### src/rtl/add_pipe.sv
// Pipelined multi-mode adder (wrap / unsigned sat / signed sat / accumulate) with
// valid/ready on both sides; stage 1 computes, later stages are pure delay.
module add_pipe #(
    parameter int WIDTH  = 8,
    parameter int STAGES = 1
) (
    input  logic             clk,
    input  logic             rst_n,
    input  logic             in_valid,
    output logic             in_ready,
    input  logic [WIDTH-1:0] in_a,
    input  logic [WIDTH-1:0] in_b,
    input  logic [1:0]       in_mode,
    input  logic             in_acc_clr,
    output logic             out_valid,
    input  logic             out_ready,
    output logic [WIDTH-1:0] out_y,
    output logic             out_carry,
    output logic             out_sat
);

    localparam logic [1:0] MODE_WRAP = 2'b00;
    localparam logic [1:0] MODE_USAT = 2'b01;
    localparam logic [1:0] MODE_SSAT = 2'b10;
    localparam logic [1:0] MODE_ACC  = 2'b11;

    logic             advance;
    logic             accept;
    logic [WIDTH-1:0] acc;
    logic [WIDTH-1:0] acc_base;
    logic [WIDTH:0]   sum;
    logic [WIDTH+1:0] acc_sum;
    logic [WIDTH-1:0] y_d;
    logic             carry_d;
    logic             sat_d;

    logic [STAGES-1:0] v_q;
    logic [STAGES-1:0] c_q;
    logic [STAGES-1:0] s_q;
    logic [WIDTH-1:0]  y_q [STAGES];

    // A transfer happens on an edge where valid && ready; the whole pipe freezes
    // only while a result is waiting at the output and the consumer refuses it.
    assign advance  = !(out_valid && !out_ready);
    assign in_ready = advance && rst_n;
    assign accept   = in_valid && in_ready;

    always_comb begin
        acc_base = in_acc_clr ? '0 : acc;
        sum      = {1'b0, in_a} + {1'b0, in_b};
        acc_sum  = {2'b00, acc_base} + {2'b00, in_a} + {2'b00, in_b};
        y_d      = sum[WIDTH-1:0];
        carry_d  = sum[WIDTH];
        sat_d    = 1'b0;
        case (in_mode)
            MODE_WRAP: ;
            MODE_USAT: begin
                if (sum[WIDTH]) begin
                    y_d   = '1;
                    sat_d = 1'b1;
                end
            end
            MODE_SSAT: begin
                // Clamp toward the operands' common sign when the result sign flips.
                if ((in_a[WIDTH-1] == in_b[WIDTH-1]) && (sum[WIDTH-1] != in_a[WIDTH-1])) begin
                    y_d   = {in_a[WIDTH-1], {(WIDTH-1){~in_a[WIDTH-1]}}};
                    sat_d = 1'b1;
                end
            end
            MODE_ACC: begin
                y_d     = acc_sum[WIDTH-1:0];
                carry_d = |acc_sum[WIDTH+1:WIDTH];
            end
            default: ;
        endcase
    end

    always_ff @(posedge clk) begin
        if (!rst_n) begin
            acc <= '0;
            v_q <= '0;
            c_q <= '0;
            s_q <= '0;
            for (int i = 0; i < STAGES; i++) begin
                y_q[i] <= '0;
            end
        end else if (advance) begin
            v_q[0] <= accept;
            if (accept) begin
                y_q[0] <= y_d;
                c_q[0] <= carry_d;
                s_q[0] <= sat_d;
                if (in_mode == MODE_ACC) begin
                    acc <= acc_sum[WIDTH-1:0];
                end
            end
            for (int i = 1; i < STAGES; i++) begin
                v_q[i] <= v_q[i-1];
                y_q[i] <= y_q[i-1];
                c_q[i] <= c_q[i-1];
                s_q[i] <= s_q[i-1];
            end
        end
    end

    assign out_valid = v_q[STAGES-1];
    assign out_y     = y_q[STAGES-1];
    assign out_carry = c_q[STAGES-1];
    assign out_sat   = s_q[STAGES-1];

endmodule

### config.mk
export PLATFORM = sky130hd
export DESIGN_NAME = add_pipe
export DESIGN_NICKNAME = d
export VERILOG_FILES = /design/src/rtl/add_pipe.sv
export SDC_FILE = /design/constraint.sdc
export NUM_CORES = 1
export LEC_CHECK = 0
export ABC_AREA = 1
export CORE_UTILIZATION = 45
export DETAILED_ROUTE_END_ITERATION = 7
export MAX_ROUTING_LAYER = met4
export PLACE_DENSITY_LB_ADDON = 0.2
export SKIP_LAST_GASP = 1
export SYNTH_ARGS = -nofsm -noshare
export SYNTH_HDL_FRONTEND = slang
export SYNTH_SLANG_ARGS = --single-unit
### constraint.sdc
create_clock -name clk -period 2.7 [get_ports clk]
set_input_delay 0.405 -clock clk [delete_from_list [all_inputs] [get_ports clk]]
set_output_delay 0.405 -clock clk [all_outputs]
set_load 0.02 [all_outputs]
==> flow_summary.ini <==
[status]
status = complete, no violations

[routing]
drtAntennaViolNets = 0
viasPerCell = 5.14
wl_mm = 5.23
drt_iter0_markers = 145
drc = 0
wl_per_cell_microns = 12.8
drt_first_pass_iters = 5
vias = 2096

[sta]
fin_crit_ns = 2.62
holdWs_ns = 0.450
tightestPinTransition_ns = 0.424
setup_viol = 0
skew_ns = 0.00487
setup_ws_ns = 0.0843
period_share_pct = 96.9
maxSlewViolCount = 0
slew_headroom_pct = 71.7
max_freq_mhz = 382
hold_viol_final = 0

[grt]
grt.total_usage_pct = 23.9
grt_pass1_wl_mm = 8.98
grt_max_degree = 13
grt_pass1_vias = 1982
antenna_found_initial = 0
overflow = 0

[run]
cap_viol_max_count = 0

[floorplanning]
dieHeight_microns = 69.3
rows = 24
die_w_microns = 69.3
dieArea_sq_um = 4810
pin_count = 35
start_util_pct = 46.8
core_area_sq_um = 4350

[layout]
drive_gt1_share_pct = 17.1
seq_area_sq_um = 460
multiInputGateArea_sq_um = 1380
synthToLayoutAreaGrowth_pct = 35.0
fin_util_pct = 63.2
final_nets = 409
fillers = 403
most-common-layout-cells = nand2_1 (62), inv_1 (49), buf_4 (34)
diodes = 0
final_cells = 408
layout_commonest_cell = nand2_1

[setup_path]
worstSetupPathDepth = 12
crit_type = in2reg
crit_buf_inv = 3
crit_slowest_cell = fa_1
crit_path_end_kind = flop
path_cells = clkdlybuf4s50_1, fa_1, ha_2, nand3_1, nand2_2, or2_2, nand3_1, nand2_1, inv_1, nand4_1, nand2_1, inv_1
cp_slowest_stage_delay_ns = 0.58
path_max_fanout = 5
critPathLaunch = in_a[3]
rr_worst_depth = 17
endpoint = y_q[0][5]$_SDFFCE_PN0P_
required_ns = 2.74
r2r-end = y_q[0][5]$_SDFFCE_PN0P_
reg2reg_from = acc[0]$_SDFFE_PN0P_
setup.worst_path.start_class = primary input
critPathTopFamily = adder cells
cp.arrival_ns = 2.65
r2r_setup_slack_ns = 0.16

[clock_network]
numCtsBuffers = 3
cts_tree = built
insertion_delay_ns = 0.27
cts_max_path_buffers = 2
clk_pin_slew_ns = 0.08
cts-htree-levels = 1
clockRootBuffer = clkbuf_8
cts.sinks = 19

[yosys]
synth_top_area_share_pct = 11.8
synth.area.top_cells = edfxtp_1 (12%), ha_1 (12%), nand2_1 (12%)
yosysSeqAreaShare_pct = 22.6
synth_top_area_cell = edfxtp_1
yosys_warnings = 0
netlist_area_sq_um = 2040
syn-num-nets = 340
ys_ff_latch = 19
synth_cell_type_count = 32
syn_inst = 288
syn_area_per_cell_sq_um = 7.08

[placement]
dp.cells = 402
gp_congestion = 0.966
hpwl_mm = 4.19
dp_slack_ns = -0.464
portBuffers = 34

[power_and_ir_drop]
p_leak_nw = 1.42
p_total_mw = 1.04
peakVddDrop_uv = 152
power_density_nw_per_um2 = 379

[hold_path]
holdCritPathClass = reg2reg
-- layer usage --
layer	GRT usage [%]	up-vias	share of wire, %
met5	-	-	0
met1	32.5	938	46
li1	-	1084	-
met4	6.58	0	1.9
met3	2.33	9	5.0
met2	38.1	65	47
-- tightest hold or removal path, stage by stage, from the launching register on --
cell and delay, ns:
dfxtp_1 0.30, inv_1 0.06, a21oi_1 0.05
-- state kept, by name, indices dropped and copies added (netlist names) --
register	flops
out_valid	1
out_carry	1
out_sat	1
y_q	8
acc	8
-- cell type report --
| type | count | share of cell area [%] |
|---|---|---|
| Timing Repair Buffer | 68 | 21.7 |
| Clock buffer | 3 | 1.50 |
| Inverter | 55 | 7.50 |
| Clock inverter | 1 | 0.182 |
| Sequential cell | 19 | 16.7 |
| Tap cell | 52 | 2.36 |
| Multi-Input combinational cell | 210 | 50.0 |
-- power breakdown --
group / switching [mW] / total (mW) / internal (mW)
combinational: 0.273 / 0.506 / 0.232
sequential: 0.00568 / 0.324 / 0.318
clock: 0.110 / 0.213 / 0.103
total: 0.389 / 1.04 / 0.654
-- cell families after synthesis --
group                      count (synthesis)  synth area share, %
DFF                                       19                 22.6
xor gates and xnor gates                   5                 2.15
and+or+nand+nor                          129                 28.7
buffers and inverters                     59                 11.3
AOI/OAI and AO/OA                         47                 13.9
adders and majority gates                 29                 21.5
-- worst min path at each step --
stage,startpoint,to,slack [ns],cells past startpoint
floorplan,acc[0]$_SDFFE_PN0P_,acc[0]$_SDFFE_PN0P_,0.42,2
global placement,acc[0]$_SDFFE_PN0P_,acc[0]$_SDFFE_PN0P_,0.44,2
detailed placement,acc[0]$_SDFFE_PN0P_,acc[0]$_SDFFE_PN0P_,0.44,2
CTS,acc[0]$_SDFFE_PN0P_,acc[0]$_SDFFE_PN0P_,0.45,2
global route,acc[0]$_SDFFE_PN0P_,acc[0]$_SDFFE_PN0P_,0.48,2
finish,acc[0]$_SDFFE_PN0P_,acc[0]$_SDFFE_PN0P_,0.45,2
-- what timing repair did --
item                       4_1_cts  5_1_grt
pin swaps                        0        4
setup endpoints to repair        6        6
resized for setup                3       15
cloned                           0        0
hold buffers                     0        0
buffers inserted                 0        2
-- stage by stage --
stage	instance area [sq um]	setup TNS, ns
2_1_floorplan	2040	0
3_3_place_gp	2660	-3.05
3_5_place_dp	2660	-3.41
4_1_cts	2710	0
5_1_grt	2750	-0.0379
6_report	2750	0
-- cell usage after synthesis --
cell / instances
o21a_1: 1
o21ai_1: 2
nand4_1: 11
o21bai_1: 1
clkinv_1: 1
xnor2_1: 1
buf_1: 1
fa_1: 10
o21ai_0: 10
a221oi_1: 2
buf_6: 1
nand2_1: 63
nand2_4: 1
a211oi_2: 2
nor3_1: 1
clkbuf_1: 1
dfxtp_1: 11
nand3b_1: 2
xor2_1: 4
clkbuf_2: 1
o211ai_1: 3
inv_2: 2
edfxtp_1: 8
ha_1: 19
a21oi_1: 24
nor2_4: 1
inv_1: 52
or2_2: 5
a21oi_4: 1
o22ai_1: 1
nor2_1: 16
nand3_1: 29
No activity file was read; power rests on OpenSTA's default activity.
